--- config.mk ---
export PLATFORM = sky130hd
export DESIGN_NAME = c_decompress_stage
export DESIGN_NICKNAME = d
export VERILOG_FILES = /design/src/rtl/c_ext_pkg.sv /design/src/rtl/c_expander.sv /design/src/rtl/c_decompress_stage.sv
export SDC_FILE = /design/constraint.sdc
export NUM_CORES = 1
export LEC_CHECK = 0
export BUFFER_PORTS_ARGS = -buffer_cell sky130_fd_sc_hd__buf_2
export CAP_MARGIN = 0
export CELL_PAD_IN_SITES_DETAIL_PLACEMENT = 1
export CELL_PAD_IN_SITES_GLOBAL_PLACEMENT = 2
export CORE_AREA = 10 10 187 189
export DETAILED_ROUTE_END_ITERATION = 12
export DIE_AREA = 0 0 197 199
export PLACE_DENSITY = 0.91
export SKIP_LAST_GASP = 1
export SLEW_MARGIN = 20
export SYNTH_ARGS = -nofsm -noshare
export SYNTH_HDL_FRONTEND = slang
export SYNTH_SLANG_ARGS = --single-unit
--- constraint.sdc ---
create_clock -name clk -period 10.7 [get_ports clk]
set_input_delay 2.14 -clock clk [delete_from_list [all_inputs] [get_ports clk]]
set_output_delay 2.14 -clock clk [all_outputs]
set_load 0.02 [all_outputs]
--- src/rtl/c_ext_pkg.sv ---
// Shared constants and the pipeline entry type for the RV32C expansion stage.
package c_ext_pkg;

  localparam logic [6:0] OP       = 7'b0110011;
  localparam logic [6:0] OP_IMM   = 7'b0010011;
  localparam logic [6:0] LOAD     = 7'b0000011;
  localparam logic [6:0] STORE    = 7'b0100011;
  localparam logic [6:0] BRANCH   = 7'b1100011;
  localparam logic [6:0] JAL      = 7'b1101111;
  localparam logic [6:0] JALR     = 7'b1100111;
  localparam logic [6:0] LUI      = 7'b0110111;
  localparam logic [6:0] LOAD_FP  = 7'b0000111;
  localparam logic [6:0] STORE_FP = 7'b0100111;
  localparam logic [6:0] SYSTEM   = 7'b1110011;

  localparam logic [1:0] Q0 = 2'b00;
  localparam logic [1:0] Q1 = 2'b01;
  localparam logic [1:0] Q2 = 2'b10;

  localparam logic [2:0] F3_BEQ = 3'b000;
  localparam logic [2:0] F3_BNE = 3'b001;
  localparam logic [2:0] F3_W   = 3'b010;
  localparam logic [2:0] F3_D   = 3'b011;

  typedef struct packed {
    logic [31:0] pc;
    logic [31:0] inst;
    logic [31:0] npc;
    logic        is_c;
    logic        illegal;
  } entry_t;

endpackage

--- src/rtl/c_expander.sv ---
// Combinational RV32C expander: 16-bit compressed encoding to its 32-bit equivalent.
module c_expander
  import c_ext_pkg::*;
#(
  parameter int ENABLE_FD = 0
) (
  input  logic [15:0] inst16_i,
  output logic [31:0] inst32_o,
  output logic        illegal_o
);

  logic [2:0]  f3;
  logic [4:0]  rd, rs2, rdp, rs1p;
  logic        i12, fd_off;
  logic [31:0] exp_s;
  logic        ill_s;

  assign f3     = inst16_i[15:13];
  assign rd     = inst16_i[11:7];
  assign rs2    = inst16_i[6:2];
  assign rdp    = {2'b01, inst16_i[4:2]};
  assign rs1p   = {2'b01, inst16_i[9:7]};
  assign i12    = inst16_i[12];
  assign fd_off = (ENABLE_FD == 0);

  // Decode table for quadrants 0..2; quadrant 3 never reaches the output.
  always_comb begin
    exp_s = 32'h0000_0000;
    ill_s = 1'b0;
    case (inst16_i[1:0])
      Q0: begin
        case (f3)
          3'b000: begin
            exp_s = {2'b00, inst16_i[10:7], inst16_i[12:11], inst16_i[5], inst16_i[6], 2'b00,
                     5'd2, 3'b000, rdp, OP_IMM};
            ill_s = (inst16_i[12:5] == 8'h00);
          end
          3'b001: begin
            exp_s = {4'b0000, inst16_i[6:5], inst16_i[12:10], 3'b000, rs1p, F3_D, rdp, LOAD_FP};
            ill_s = fd_off;
          end
          3'b010: exp_s = {5'b00000, inst16_i[5], inst16_i[12:10], inst16_i[6], 2'b00, rs1p, F3_W, rdp, LOAD};
          3'b011: begin
            exp_s = {5'b00000, inst16_i[5], inst16_i[12:10], inst16_i[6], 2'b00, rs1p, F3_W, rdp, LOAD_FP};
            ill_s = fd_off;
          end
          3'b101: begin
            exp_s = {4'b0000, inst16_i[6:5], inst16_i[12], rdp, rs1p, F3_D, inst16_i[11:10], 3'b000, STORE_FP};
            ill_s = fd_off;
          end
          3'b110: exp_s = {5'b00000, inst16_i[5], inst16_i[12], rdp, rs1p, F3_W, inst16_i[11:10], inst16_i[6], 2'b00, STORE};
          3'b111: begin
            exp_s = {5'b00000, inst16_i[5], inst16_i[12], rdp, rs1p, F3_W, inst16_i[11:10], inst16_i[6], 2'b00, STORE_FP};
            ill_s = fd_off;
          end
          default: ill_s = 1'b1;
        endcase
      end
      Q1: begin
        case (f3)
          3'b000: exp_s = {{7{i12}}, inst16_i[6:2], rd, 3'b000, rd, OP_IMM};
          3'b001: exp_s = {i12, inst16_i[8], inst16_i[10:9], inst16_i[6], inst16_i[7], inst16_i[2], inst16_i[11],
                           inst16_i[5:3], i12, {8{i12}}, 5'd1, JAL};
          3'b010: exp_s = {{7{i12}}, inst16_i[6:2], 5'd0, 3'b000, rd, OP_IMM};
          3'b011: begin
            ill_s = ({i12, inst16_i[6:2]} == 6'd0);
            if (rd == 5'd2) begin
              exp_s = {{3{i12}}, inst16_i[4:3], inst16_i[5], inst16_i[2], inst16_i[6], 4'b0000,
                       5'd2, 3'b000, 5'd2, OP_IMM};
            end else begin
              exp_s = {{15{i12}}, inst16_i[6:2], rd, LUI};
            end
          end
          3'b100: begin
            case (inst16_i[11:10])
              2'b00: begin
                exp_s = {7'b0000000, inst16_i[6:2], rs1p, 3'b101, rs1p, OP_IMM};
                ill_s = i12;
              end
              2'b01: begin
                exp_s = {7'b0100000, inst16_i[6:2], rs1p, 3'b101, rs1p, OP_IMM};
                ill_s = i12;
              end
              2'b10: exp_s = {{7{i12}}, inst16_i[6:2], rs1p, 3'b111, rs1p, OP_IMM};
              default: begin
                // With bit 12 set these are RV64 word ops or reserved.
                ill_s = i12;
                case (inst16_i[6:5])
                  2'b00:   exp_s = {7'b0100000, rdp, rs1p, 3'b000, rs1p, OP};
                  2'b01:   exp_s = {7'b0000000, rdp, rs1p, 3'b100, rs1p, OP};
                  2'b10:   exp_s = {7'b0000000, rdp, rs1p, 3'b110, rs1p, OP};
                  default: exp_s = {7'b0000000, rdp, rs1p, 3'b111, rs1p, OP};
                endcase
              end
            endcase
          end
          3'b101: exp_s = {i12, inst16_i[8], inst16_i[10:9], inst16_i[6], inst16_i[7], inst16_i[2], inst16_i[11],
                           inst16_i[5:3], i12, {8{i12}}, 5'd0, JAL};
          3'b110: exp_s = {{4{i12}}, inst16_i[6:5], inst16_i[2], 5'd0, rs1p, F3_BEQ,
                           inst16_i[11:10], inst16_i[4:3], i12, BRANCH};
          default: exp_s = {{4{i12}}, inst16_i[6:5], inst16_i[2], 5'd0, rs1p, F3_BNE,
                            inst16_i[11:10], inst16_i[4:3], i12, BRANCH};
        endcase
      end
      Q2: begin
        case (f3)
          3'b000: begin
            exp_s = {7'b0000000, inst16_i[6:2], rd, 3'b001, rd, OP_IMM};
            ill_s = i12;
          end
          3'b001: begin
            exp_s = {3'b000, inst16_i[4:2], inst16_i[12], inst16_i[6:5], 3'b000, 5'd2, F3_D, rd, LOAD_FP};
            ill_s = fd_off;
          end
          3'b010: exp_s = {4'b0000, inst16_i[3:2], inst16_i[12], inst16_i[6:4], 2'b00, 5'd2, F3_W, rd, LOAD};
          3'b011: begin
            exp_s = {4'b0000, inst16_i[3:2], inst16_i[12], inst16_i[6:4], 2'b00, 5'd2, F3_W, rd, LOAD_FP};
            ill_s = fd_off;
          end
          3'b100: begin
            if (!i12) begin
              if (rs2 == 5'd0) begin
                exp_s = {12'h000, rd, 3'b000, 5'd0, JALR};
                ill_s = (rd == 5'd0);
              end else begin
                exp_s = {7'b0000000, rs2, 5'd0, 3'b000, rd, OP};
              end
            end else if (rs2 == 5'd0) begin
              if (rd == 5'd0) begin
                exp_s = {12'h001, 5'd0, 3'b000, 5'd0, SYSTEM};
              end else begin
                exp_s = {12'h000, rd, 3'b000, 5'd1, JALR};
              end
            end else begin
              exp_s = {7'b0000000, rs2, rd, 3'b000, rd, OP};
            end
          end
          3'b101: begin
            exp_s = {3'b000, inst16_i[9:7], inst16_i[12], rs2, 5'd2, F3_D, inst16_i[11:10], 3'b000, STORE_FP};
            ill_s = fd_off;
          end
          3'b110: exp_s = {4'b0000, inst16_i[8:7], inst16_i[12], rs2, 5'd2, F3_W, inst16_i[11:9], 2'b00, STORE};
          default: begin
            exp_s = {4'b0000, inst16_i[8:7], inst16_i[12], rs2, 5'd2, F3_W, inst16_i[11:9], 2'b00, STORE_FP};
            ill_s = fd_off;
          end
        endcase
      end
      default: begin
        exp_s = 32'h0000_0000;
        ill_s = 1'b0;
      end
    endcase
  end

  assign illegal_o = ill_s;
  assign inst32_o  = ill_s ? {16'h0000, inst16_i} : exp_s;

endmodule

--- src/rtl/c_decompress_stage.sv ---
// Registered RV32C expansion stage with an output register and one skid entry.
module c_decompress_stage
  import c_ext_pkg::*;
#(
  parameter int ENABLE_FD = 0
) (
  input  logic        clk,
  input  logic        reset,
  input  logic        sel_for_branch,
  input  logic        in_valid_i,
  output logic        in_ready_o,
  input  logic [31:0] pc_i,
  input  logic [31:0] inst_i,
  output logic        out_valid_o,
  input  logic        out_ready_i,
  output logic [31:0] pc_o,
  output logic [31:0] inst_o,
  output logic [31:0] npc_o,
  output logic        is_compressed_o,
  output logic        illegal_o
);

  entry_t      out_q, out_d, skid_q, skid_d, new_s;
  logic        out_valid_q, out_valid_d, skid_valid_q, skid_valid_d;
  logic        in_ready_q;
  logic        is_c_s, exp_ill_s, in_fire_s, out_fire_s;
  logic [31:0] exp_inst_s;

  c_expander #(.ENABLE_FD(ENABLE_FD)) u_expander (
    .inst16_i  (inst_i[15:0]),
    .inst32_o  (exp_inst_s),
    .illegal_o (exp_ill_s)
  );

  assign is_c_s         = (inst_i[1:0] != 2'b11);
  assign new_s.pc       = pc_i;
  assign new_s.inst     = is_c_s ? exp_inst_s : inst_i;
  assign new_s.npc      = pc_i + (is_c_s ? 32'd2 : 32'd4);
  assign new_s.is_c     = is_c_s;
  assign new_s.illegal  = is_c_s & exp_ill_s;

  assign in_fire_s  = in_valid_i & in_ready_q;
  assign out_fire_s = out_valid_q & out_ready_i;

  // Next-state for OUT/SKID; a flush clears valids only, data is left as is.
  always_comb begin
    out_d        = out_q;
    skid_d       = skid_q;
    out_valid_d  = out_valid_q;
    skid_valid_d = skid_valid_q;
    if (sel_for_branch) begin
      out_valid_d  = 1'b0;
      skid_valid_d = 1'b0;
    end else if (out_fire_s || !out_valid_q) begin
      if (skid_valid_q) begin
        out_d        = skid_q;
        out_valid_d  = 1'b1;
        skid_valid_d = 1'b0;
      end else if (in_fire_s) begin
        out_d       = new_s;
        out_valid_d = 1'b1;
      end else begin
        out_valid_d = 1'b0;
      end
    end else if (in_fire_s) begin
      skid_d       = new_s;
      skid_valid_d = 1'b1;
    end else begin
      skid_valid_d = skid_valid_q;
    end
  end

  // State registers; ready is registered so out_ready_i never reaches in_ready_o.
  always_ff @(posedge clk or posedge reset) begin
    if (reset) begin
      out_q        <= '0;
      skid_q       <= '0;
      out_valid_q  <= 1'b0;
      skid_valid_q <= 1'b0;
      in_ready_q   <= 1'b1;
    end else begin
      out_q        <= out_d;
      skid_q       <= skid_d;
      out_valid_q  <= out_valid_d;
      skid_valid_q <= skid_valid_d;
      in_ready_q   <= !skid_valid_d;
    end
  end

  assign in_ready_o      = in_ready_q;
  assign out_valid_o     = out_valid_q;
  assign pc_o            = out_q.pc;
  assign inst_o          = out_q.inst;
  assign npc_o           = out_q.npc;
  assign is_compressed_o = out_q.is_c;
  assign illegal_o       = out_q.illegal;

endmodule

==> results of run 1 <==
==> layout by cell type (no fill, tap or decap), drive strengths merged, types with 5 or more instances in the layout <==
cell,synthesis,routed
nand2,270,270
dfrtp,196,196
buf,22,180
o21ai,136,136
nor2,77,77
a21oi,71,71
mux2i,50,50
inv,19,28
xnor2,22,22
nand3,21,21
o22ai,19,19
and3,18,18
mux2,18,18
a31oi,17,17
clkbuf,78,17
nand4,14,14
nor4,13,13
nor3,12,12
o211ai,11,11
o21a,10,10
or3,9,9
clkinv,2,8
a21o,7,7
nor2b,7,7
o31ai,7,7
a221oi,7,7
nand2b,6,6
xor2,6,6
or4,6,6
ha,6,6
a211oi,6,6
a221o,5,5
==> stage by stage <==
stage | setup WS [ns] | utilization [%]
global route | 5.587 | 39.80
floorplan | 3.193 | -
CTS | 5.839 | 39.80
finish | 5.743 | 39.80
global placement | 5.464 | 37.76
detailed placement | 5.328 | 37.76
==> cell families (layout without fill, tap and decap cells) <==
family	Yosys count	count (layout)	share of synthesized area, %
DFF	197	197	45.93
adders and majority gates	7	7	0.8858
and+or+nand+nor	475	475	20.14
buffers and inverters	121	233	4.545
AOI/OAI and AO/OA	344	344	19.63
xor gates and xnor gates	28	28	2.284
muxes	68	68	6.585
==> worst reg2reg max path, cell delays in order (launching register included) <==
cell,delay [ns]
sky130_fd_sc_hd__dfrtp_4,0.71
sky130_fd_sc_hd__a21oi_1,0.35
sky130_fd_sc_hd__nor2_1,0.14
sky130_fd_sc_hd__nand2_4,0.33
sky130_fd_sc_hd__buf_4,0.80
sky130_fd_sc_hd__nor2_1,0.39
sky130_fd_sc_hd__a221o_1,0.41
==> routing by layer <==
layer	up-vias	wire length [um]
met5	-	0
met4	0	873
met3	49	2184
met2	298	18400
met1	4958	18370
li1	4571	-
==> power by group through the flow <==
stage,logic [uW],registers (uW),clock network (uW)
floorplan,246,1060,0
global placement,504,998,0
detailed placement,519,1010,0
CTS,522,994,709
global route,572,1010,740
finish,516,993,695
==> worst min path at each step <==
| stage | start | end | slack (ns) | depth (start not counted) |
|---|---|---|---|---|
| floorplan | skid_q[49]$_DFFE_PP0P_ | skid_q[49]$_DFFE_PP0P_ | 0.44 | 2 |
| global placement | skid_q[29]$_DFFE_PP0P_ | skid_q[29]$_DFFE_PP0P_ | 0.45 | 2 |
| detailed placement | inst_o[21]$_DFFE_PP0P_ | inst_o[21]$_DFFE_PP0P_ | 0.46 | 1 |
| CTS | skid_q[12]$_DFFE_PP0P_ | skid_q[12]$_DFFE_PP0P_ | 0.48 | 2 |
| global route | skid_q[12]$_DFFE_PP0P_ | skid_q[12]$_DFFE_PP0P_ | 0.51 | 2 |
| finish | npc_o[5]$_DFFE_PP0P_ | npc_o[5]$_DFFE_PP0P_ | 0.48 | 2 |
==> area by class of cell <==
class	instances	area, um^2
Fill cell	3729	18800
Sequential cell	197	4935
Clock inverter	15	210.2
Clock buffer	17	425.4
Inverter	21	86.33
Tap cell	402	503.0
Timing Repair Buffer	180	930.9
Multi-Input combinational cell	922	5339
==> state kept, by name (all words and copies together), names as in the netlist <==
register and count:
out_valid_o 1, is_compressed_o 1, npc_o 31, inst_o 32, pc_o 32, skid_q 97
in_ready_o 1, skid_valid_q 1, illegal_o 1
==> flow_results.xml, run 1 <==
<?xml version="1.0" encoding="UTF-8"?>
<metrics>
  <group name="yosys">
    <metric name="synth.most_common_cell" unit="">sky130_fd_sc_hd__nand2_1</metric>
    <metric name="netlist.top_cell.by_area" unit="">sky130_fd_sc_hd__dfrtp_1</metric>
    <metric name="synth_fp_nets" unit="">1316</metric>
    <metric name="netlist_area" unit="um^2">10740</metric>
    <metric name="yosys-top-cells-area" unit="">sky130_fd_sc_hd__dfrtp_1 46%, sky130_fd_sc_hd__nand2_1 9.4%, sky130_fd_sc_hd__o21ai_0 6.3%, sky130_fd_sc_hd__mux2i_1 4.7%, sky130_fd_sc_hd__a21oi_1 3.3%</metric>
    <metric name="post_synth_num_cell_types" unit="">80</metric>
    <metric name="synth_top_cell_area_share" unit="%">45.69</metric>
    <metric name="yosysSeqAreaShare" unit="%">45.93</metric>
    <metric name="syn_area_per_cell" unit="um^2">8.657</metric>
    <metric name="yosys_warnings" unit="">0</metric>
    <metric name="post_synth_inst_count" unit="">1240</metric>
    <metric name="synth-edff-count" unit="">0</metric>
    <metric name="yosys_register_bits" unit="">197</metric>
    <metric name="synth_flop_cell" unit="">sky130_fd_sc_hd__dfrtp_1</metric>
    <metric name="ys_async_sr_fraction" unit="%">100.0</metric>
    <metric name="synth_commonest_cells" unit="">270 x sky130_fd_sc_hd__nand2_1, 196 x sky130_fd_sc_hd__dfrtp_1, 135 x sky130_fd_sc_hd__o21ai_0</metric>
  </group>
  <group name="setup_path">
    <metric name="worstPathArrival" unit="ns">5.30</metric>
    <metric name="critPathMaxStageDelay" unit="ns">0.87</metric>
    <metric name="critical_path_required" unit="ns">11.04</metric>
    <metric name="reg2reg_from" unit="">skid_valid_q$_DFF_PP0_</metric>
    <metric name="worst_r2r_endpoint" unit="">inst_o[9]$_DFFE_PP0P_</metric>
    <metric name="r2r_cells" unit="">6</metric>
    <metric name="critical_path.top_delay_family" unit="">simple AND/OR/NAND/NOR gates</metric>
    <metric name="crit_start" unit="">inst_i[0]</metric>
    <metric name="cp_bufs_invs" unit="">2</metric>
    <metric name="critical_path.startpoint_type" unit="">primary input</metric>
    <metric name="cp_slowest_cell" unit="">sky130_fd_sc_hd__nor2_2</metric>
    <metric name="path_class" unit="">primary input to flip-flop</metric>
    <metric name="endpoint_kind" unit="">flip-flop</metric>
    <metric name="critPathCapture" unit="">inst_o[8]$_DFFE_PP0P_</metric>
    <metric name="critical_path_depth" unit="">9</metric>
    <metric name="critical_path.cell_chain" unit="">buf_2, inv_1, ha_1, or2_2, a32oi_1, nand4_1, nor2_2, mux2_4, a221o_1</metric>
    <metric name="r2r_slack" unit="ns">7.45</metric>
    <metric name="crit_path_max_fanout" unit="">16</metric>
  </group>
  <group name="clock_tree">
    <metric name="clkSlewWorstSetupHoldPaths" unit="ns">0.08</metric>
    <metric name="cts-hold-fix-buffers" unit="">0</metric>
    <metric name="clk_path_buf_depth" unit="">2</metric>
    <metric name="htree_num_levels" unit="">4</metric>
    <metric name="cts_tree" unit="">yes</metric>
    <metric name="clock_insertion_delay_worst_skew" unit="ns">0.47</metric>
    <metric name="cts_post_setup_buffers_inserted" unit="">0</metric>
    <metric name="tritoncts_num_sinks" unit="">197</metric>
    <metric name="cts_resized" unit="">0</metric>
    <metric name="cts-buffers-inserted" unit="">17</metric>
    <metric name="cts-root-buf" unit="">sky130_fd_sc_hd__clkbuf_16</metric>
  </group>
  <group name="global_routing">
    <metric name="grt_use_total" unit="%">20.10</metric>
    <metric name="number_of_antenna_violations_at_the_first_check_in_global_routing" unit="">0</metric>
    <metric name="grt_pass1_wl" unit="mm">61.96</metric>
    <metric name="met2_demand_to_capacity_share_in_global_routing" unit="%">31.62</metric>
    <metric name="gr-usage-met1" unit="%">27.38</metric>
    <metric name="grt-ovfl-total" unit="">0</metric>
    <metric name="busiest_layer" unit="">met2</metric>
    <metric name="grtUsageMet3" unit="%">3.582</metric>
    <metric name="first_global_vias" unit="">10400</metric>
    <metric name="grt_start_max_net_pins" unit="">127</metric>
  </group>
  <group name="pwr">
    <metric name="p_seq_share" unit="%">45.1</metric>
    <metric name="comb_power_share" unit="%">23.4</metric>
    <metric name="p_sw" unit="uW">803.3</metric>
    <metric name="pwr-share-clk" unit="%">31.5</metric>
    <metric name="power_leakage" unit="uW">0.005628</metric>
    <metric name="max-vdd-ir-drop" unit="uV">126.6</metric>
    <metric name="switching_share" unit="%">36.45</metric>
    <metric name="power" unit="uW">2204</metric>
    <metric name="powerDensity" unit="nW/um^2">177.3</metric>
    <metric name="p_int" unit="uW">1400</metric>
  </group>
  <group name="sta">
    <metric name="rsz0062_at_grt" unit="">no</metric>
    <metric name="relSlewSlack" unit="%">30.58</metric>
    <metric name="setup_viol" unit="">0</metric>
    <metric name="finalSetupTns" unit="ns">0</metric>
    <metric name="max_slew.worst_pin.slew" unit="ns">1.030</metric>
    <metric name="fin_crit_sh" unit="%">46.33</metric>
    <metric name="achievable_freq" unit="GHz">0.2017</metric>
    <metric name="final.hold.worst_slack" unit="ns">0.4766</metric>
    <metric name="final-max-slew-violation-count" unit="">0</metric>
    <metric name="skew" unit="ns">0.02412</metric>
    <metric name="hold_viol_final" unit="">0</metric>
    <metric name="min_period" unit="ns">4.957</metric>
  </group>
  <group name="route">
    <metric name="routed-via-count" unit="">9876</metric>
    <metric name="drt-vias-per-instance" unit="">5.631</metric>
    <metric name="drt_wl_total" unit="mm">39.83</metric>
    <metric name="drtAntennaViolNets" unit="">0</metric>
    <metric name="routedWlPerCell" unit="um">22.71</metric>
    <metric name="detail_route.iter0.violations" unit="">766</metric>
    <metric name="remaining_drc_errors" unit="">0</metric>
    <metric name="detailedRoute.firstPassIterationCount" unit="">5</metric>
  </group>
  <group name="cells_and_area">
    <metric name="stdcell_count" unit="">1754</metric>
    <metric name="final_non_filler_cell_area" unit="um^2">12430</metric>
    <metric name="fraction_of_layout_instances_using_a_drive_strength_above_1" unit="%">18.57</metric>
    <metric name="final_net_count" unit="">1415</metric>
    <metric name="area.growth.synth_to_final" unit="%">15.78</metric>
    <metric name="final_antenna_diode_count" unit="">0</metric>
  </group>
  <group name="floorplan">
    <metric name="io_pins" unit="">169</metric>
    <metric name="placementRows" unit="">65</metric>
    <metric name="die_h" unit="um">199</metric>
    <metric name="initial_cell_density_of_the_core" unit="%">34.38</metric>
    <metric name="die_width" unit="um">197</metric>
    <metric name="die-area" unit="um^2">39200</metric>
    <metric name="core_region_area" unit="um^2">31230</metric>
  </group>
  <group name="run">
    <metric name="maxCapViolCount" unit="">0</metric>
  </group>
  <group name="hold_path">
    <metric name="hp-class" unit="">flip-flop to flip-flop</metric>
  </group>
  <group name="placed_design">
    <metric name="place_area" unit="um^2">11790</metric>
    <metric name="placedCellCount" unit="">1722</metric>
    <metric name="routabilityCongestion" unit="">0.9652</metric>
    <metric name="dp_hpwl" unit="mm">27.13</metric>
    <metric name="place.port_buffers" unit="">168</metric>
  </group>
  <group name="status">
    <metric name="outcome" unit="">complete, no violations</metric>
  </group>
</metrics>
Note: power is estimated with default switching activity, not from simulation.
==> inputs of run 2 (changes only) <==
--- a/config.mk
+++ b/config.mk
@@ -9,10 +9,10 @@
 export CAP_MARGIN = 0
 export CELL_PAD_IN_SITES_DETAIL_PLACEMENT = 1
 export CELL_PAD_IN_SITES_GLOBAL_PLACEMENT = 2
-export CORE_AREA = 10 10 187 189
+export CORE_AREA = 10 10 198 200
 export DETAILED_ROUTE_END_ITERATION = 12
-export DIE_AREA = 0 0 197 199
-export PLACE_DENSITY = 0.91
+export DIE_AREA = 0 0 208 210
+export PLACE_DENSITY = 0.86
 export SKIP_LAST_GASP = 1
 export SLEW_MARGIN = 20
 export SYNTH_ARGS = -nofsm -noshare
==> constraint.sdc (replaced) <==
create_clock -name clk -period 4.2 [get_ports clk]
set_input_delay 0.84 -clock clk [delete_from_list [all_inputs] [get_ports clk]]
set_output_delay 0.84 -clock clk [all_outputs]
set_load 0.02 [all_outputs]
==> run 2 against run 1 <==
  * Final area is 1.8% higher
  * Cell count up 4.6%
  * Clock skew is 0.013 ns lower
  * Largest power group unchanged
  * Clock power grew to 2.5 times the previous value
  * Worst setup slack got worse by 4.7 ns
  * Utilization fell by 3.9 points
  * Die area increased by 11%
  * Power grew to 2.5 times the previous value
  * Register-to-register slack worse by 5.8 ns
  * Via count up 0.91%
  * Count of clock-buffer cells in the layout grew 2
==> flow_results.xml, run 2 (synthesized netlist as in run 1, its figures left out) <==
<?xml version="1.0" encoding="UTF-8"?>
<metrics>
  <group name="status">
    <metric name="outcome" unit="">complete, no violations</metric>
  </group>
  <group name="global_routing">
    <metric name="grt_start_max_net_pins" unit="">116</metric>
    <metric name="grt_pass1_wl" unit="mm">63.87</metric>
    <metric name="grt_use_total" unit="%">18.32</metric>
    <metric name="gr-usage-met1" unit="%">24.75</metric>
    <metric name="grt-ovfl-total" unit="">0</metric>
    <metric name="first_global_vias" unit="">10440</metric>
    <metric name="number_of_antenna_violations_at_the_first_check_in_global_routing" unit="">0</metric>
    <metric name="busiest_layer" unit="">met2</metric>
    <metric name="grtUsageMet3" unit="%">3.134</metric>
    <metric name="met2_demand_to_capacity_share_in_global_routing" unit="%">29.70</metric>
  </group>
  <group name="run">
    <metric name="maxCapViolCount" unit="">0</metric>
  </group>
  <group name="sta">
    <metric name="skew" unit="ns">0.01117</metric>
    <metric name="min_period" unit="ns">3.148</metric>
    <metric name="fin_crit_sh" unit="%">74.95</metric>
    <metric name="max_slew.worst_pin.slew" unit="ns">0.8691</metric>
    <metric name="finalSetupTns" unit="ns">0</metric>
    <metric name="setup_viol" unit="">0</metric>
    <metric name="final-max-slew-violation-count" unit="">0</metric>
    <metric name="rsz0062_at_grt" unit="">no</metric>
    <metric name="achievable_freq" unit="GHz">0.3177</metric>
    <metric name="relSlewSlack" unit="%">41.54</metric>
    <metric name="hold_viol_final" unit="">0</metric>
  </group>
  <group name="route">
    <metric name="routedWlPerCell" unit="um">22.35</metric>
    <metric name="remaining_drc_errors" unit="">0</metric>
    <metric name="drtAntennaViolNets" unit="">0</metric>
    <metric name="detailedRoute.firstPassIterationCount" unit="">4</metric>
    <metric name="drt_wl_total" unit="mm">41.00</metric>
    <metric name="drt-vias-per-instance" unit="">5.434</metric>
    <metric name="detail_route.iter0.violations" unit="">803</metric>
    <metric name="routed-via-count" unit="">9966</metric>
  </group>
  <group name="cells_and_area">
    <metric name="largest_register_ff_count" unit="">97</metric>
    <metric name="final_net_count" unit="">1436</metric>
    <metric name="final_antenna_diode_count" unit="">0</metric>
    <metric name="most-common-layout-cells" unit="">269 x sky130_fd_sc_hd__nand2_1, 195 x sky130_fd_sc_hd__dfrtp_1, 168 x sky130_fd_sc_hd__buf_2</metric>
    <metric name="area.growth.synth_to_final" unit="%">17.86</metric>
    <metric name="fraction_of_layout_instances_using_a_drive_strength_above_1" unit="%">19.74</metric>
    <metric name="largest-register" unit="">skid_q</metric>
    <metric name="most_common_cell_after_layout_fill_and_taps_aside" unit="">sky130_fd_sc_hd__nand2_1</metric>
  </group>
  <group name="setup_path">
    <metric name="crit_path_max_fanout" unit="">14</metric>
    <metric name="critical_path_required" unit="ns">4.57</metric>
    <metric name="r2r_cells" unit="">3</metric>
    <metric name="endpoint_kind" unit="">flip-flop</metric>
    <metric name="worstPathArrival" unit="ns">3.51</metric>
    <metric name="reg2reg_from" unit="">skid_valid_q$_DFF_PP0_</metric>
    <metric name="r2r_slack" unit="ns">1.65</metric>
    <metric name="critical_path.startpoint_type" unit="">primary input</metric>
    <metric name="path_class" unit="">primary input to flip-flop</metric>
    <metric name="worst_r2r_endpoint" unit="">inst_o[15]$_DFFE_PP0P_</metric>
  </group>
  <group name="placed_design">
    <metric name="place.port_buffers" unit="">168</metric>
    <metric name="dp_hpwl" unit="mm">29.13</metric>
    <metric name="routabilityCongestion" unit="">0.9009</metric>
  </group>
  <group name="floorplan">
    <metric name="core_region_area" unit="um^2">35220</metric>
    <metric name="placementRows" unit="">69</metric>
    <metric name="die-area" unit="um^2">43680</metric>
    <metric name="io_pins" unit="">169</metric>
    <metric name="die_width" unit="um">208</metric>
    <metric name="initial_cell_density_of_the_core" unit="%">30.48</metric>
    <metric name="die_h" unit="um">210</metric>
  </group>
  <group name="clock_tree">
    <metric name="cts_post_setup_buffers_inserted" unit="">0</metric>
    <metric name="cts_resized" unit="">0</metric>
    <metric name="htree_num_levels" unit="">4</metric>
    <metric name="cts_tree" unit="">yes</metric>
    <metric name="clk_path_buf_depth" unit="">2</metric>
    <metric name="cts-root-buf" unit="">sky130_fd_sc_hd__clkbuf_16</metric>
    <metric name="tritoncts_num_sinks" unit="">197</metric>
    <metric name="clkSlewWorstSetupHoldPaths" unit="ns">0.08</metric>
    <metric name="cts-buffers-inserted" unit="">17</metric>
    <metric name="clock_insertion_delay_worst_skew" unit="ns">0.45</metric>
    <metric name="cts-hold-fix-buffers" unit="">0</metric>
  </group>
  <group name="pwr">
    <metric name="powerDensity" unit="nW/um^2">443.5</metric>
    <metric name="max-vdd-ir-drop" unit="uV">298.5</metric>
    <metric name="power_leakage" unit="uW">0.005720</metric>
    <metric name="power" unit="uW">5611</metric>
  </group>
  <group name="hold_path">
    <metric name="hp-class" unit="">primary input to asynchronous set/reset pin</metric>
  </group>
</metrics>
## run 2: cell count changes in the layout (fill, tap and decap cells not counted), moves of 2 or more
cell	change
sky130_fd_sc_hd__inv_12	-2
sky130_fd_sc_hd__buf_12	+2
sky130_fd_sc_hd__clkinv_4	+3
sky130_fd_sc_hd__buf_4	+19
sky130_fd_sc_hd__inv_8	-2
sky130_fd_sc_hd__clkinv_8	-3
## run 2: cell type report
cell class / count / area (um^2)
clock buffers: 19 / 442.9
clock inverters: 13 / 162.7
fillers: 4209 / 22570
inverters: 21 / 82.58
multi-input cells: 922 / 5339
flip-flops and latches: 197 / 4935
well taps: 461 / 576.8
repair buffers: 201 / 1114
## run 2: per-layer routing
layer,share of wire [%],vias to the layer above
met2,47,245
met4,1.4,0
li1,-,4603
met3,4.4,29
met1,47,5089
met5,0,-
## run 2: per-stage QoR
| step | utilization, % | setup slack, ns | cell area, um^2 | cells | hold WS (ns) |
|---|---|---|---|---|---|
| after global routing | 35.92 | 0.8830 | 12650 | 1834 | 0.3488 |
| after global placement | 34.20 | 0.7415 | 12050 | 1802 | 0.4531 |
| after floorplan | - | 0.8144 | 10740 | 1240 | 0.4403 |
| after CTS | 35.92 | 1.138 | 12650 | 1834 | 0.3416 |
| after detailed placement | 34.20 | 0.6773 | 12050 | 1802 | 0.4628 |
| final | 35.92 | 1.052 | 12650 | 1834 | 0.3424 |
## run 2: worst max-delay path by stage
| stage | from | end | slack [ns] | cells after the start |
|---|---|---|---|---|
| global route | inst_i[0] | npc_o[17]$_DFFE_PP0P_ | 0.88 | 12 |
| finish | inst_i[1] | inst_o[31]$_DFFE_PP0P_ | 1.05 | 9 |
| detailed placement | inst_i[1] | inst_o[31]$_DFFE_PP0P_ | 0.68 | 9 |
| floorplan | reset | illegal_o$_DFFE_PP0P_ | 0.81 | 1 |
| global placement | inst_i[0] | npc_o[17]$_DFFE_PP0P_ | 0.74 | 12 |
| CTS | inst_i[1] | inst_o[31]$_DFFE_PP0P_ | 1.14 | 9 |
## run 2: power by group
part / leakage [uW] / internal (uW) / total (uW) / switching, uW
clock: 0.000295 / 871 / 1750 / 875
combinational: 0.00299 / 461 / 1340 / 876
sequential: 0.00244 / 2290 / 2530 / 239
total: 0.00572 / 3620 / 5610 / 1990
## run 2: worst max-delay path, cell delays in order
cell and delay, ns:
sky130_fd_sc_hd__buf_2 0.10, sky130_fd_sc_hd__inv_1 0.07, sky130_fd_sc_hd__ha_1 0.35, sky130_fd_sc_hd__and2_1 0.27, sky130_fd_sc_hd__a32oi_1 0.29, sky130_fd_sc_hd__and3_1 0.43, sky130_fd_sc_hd__nand3_2 0.33, sky130_fd_sc_hd__or4_1 0.65
sky130_fd_sc_hd__a31oi_1 0.18
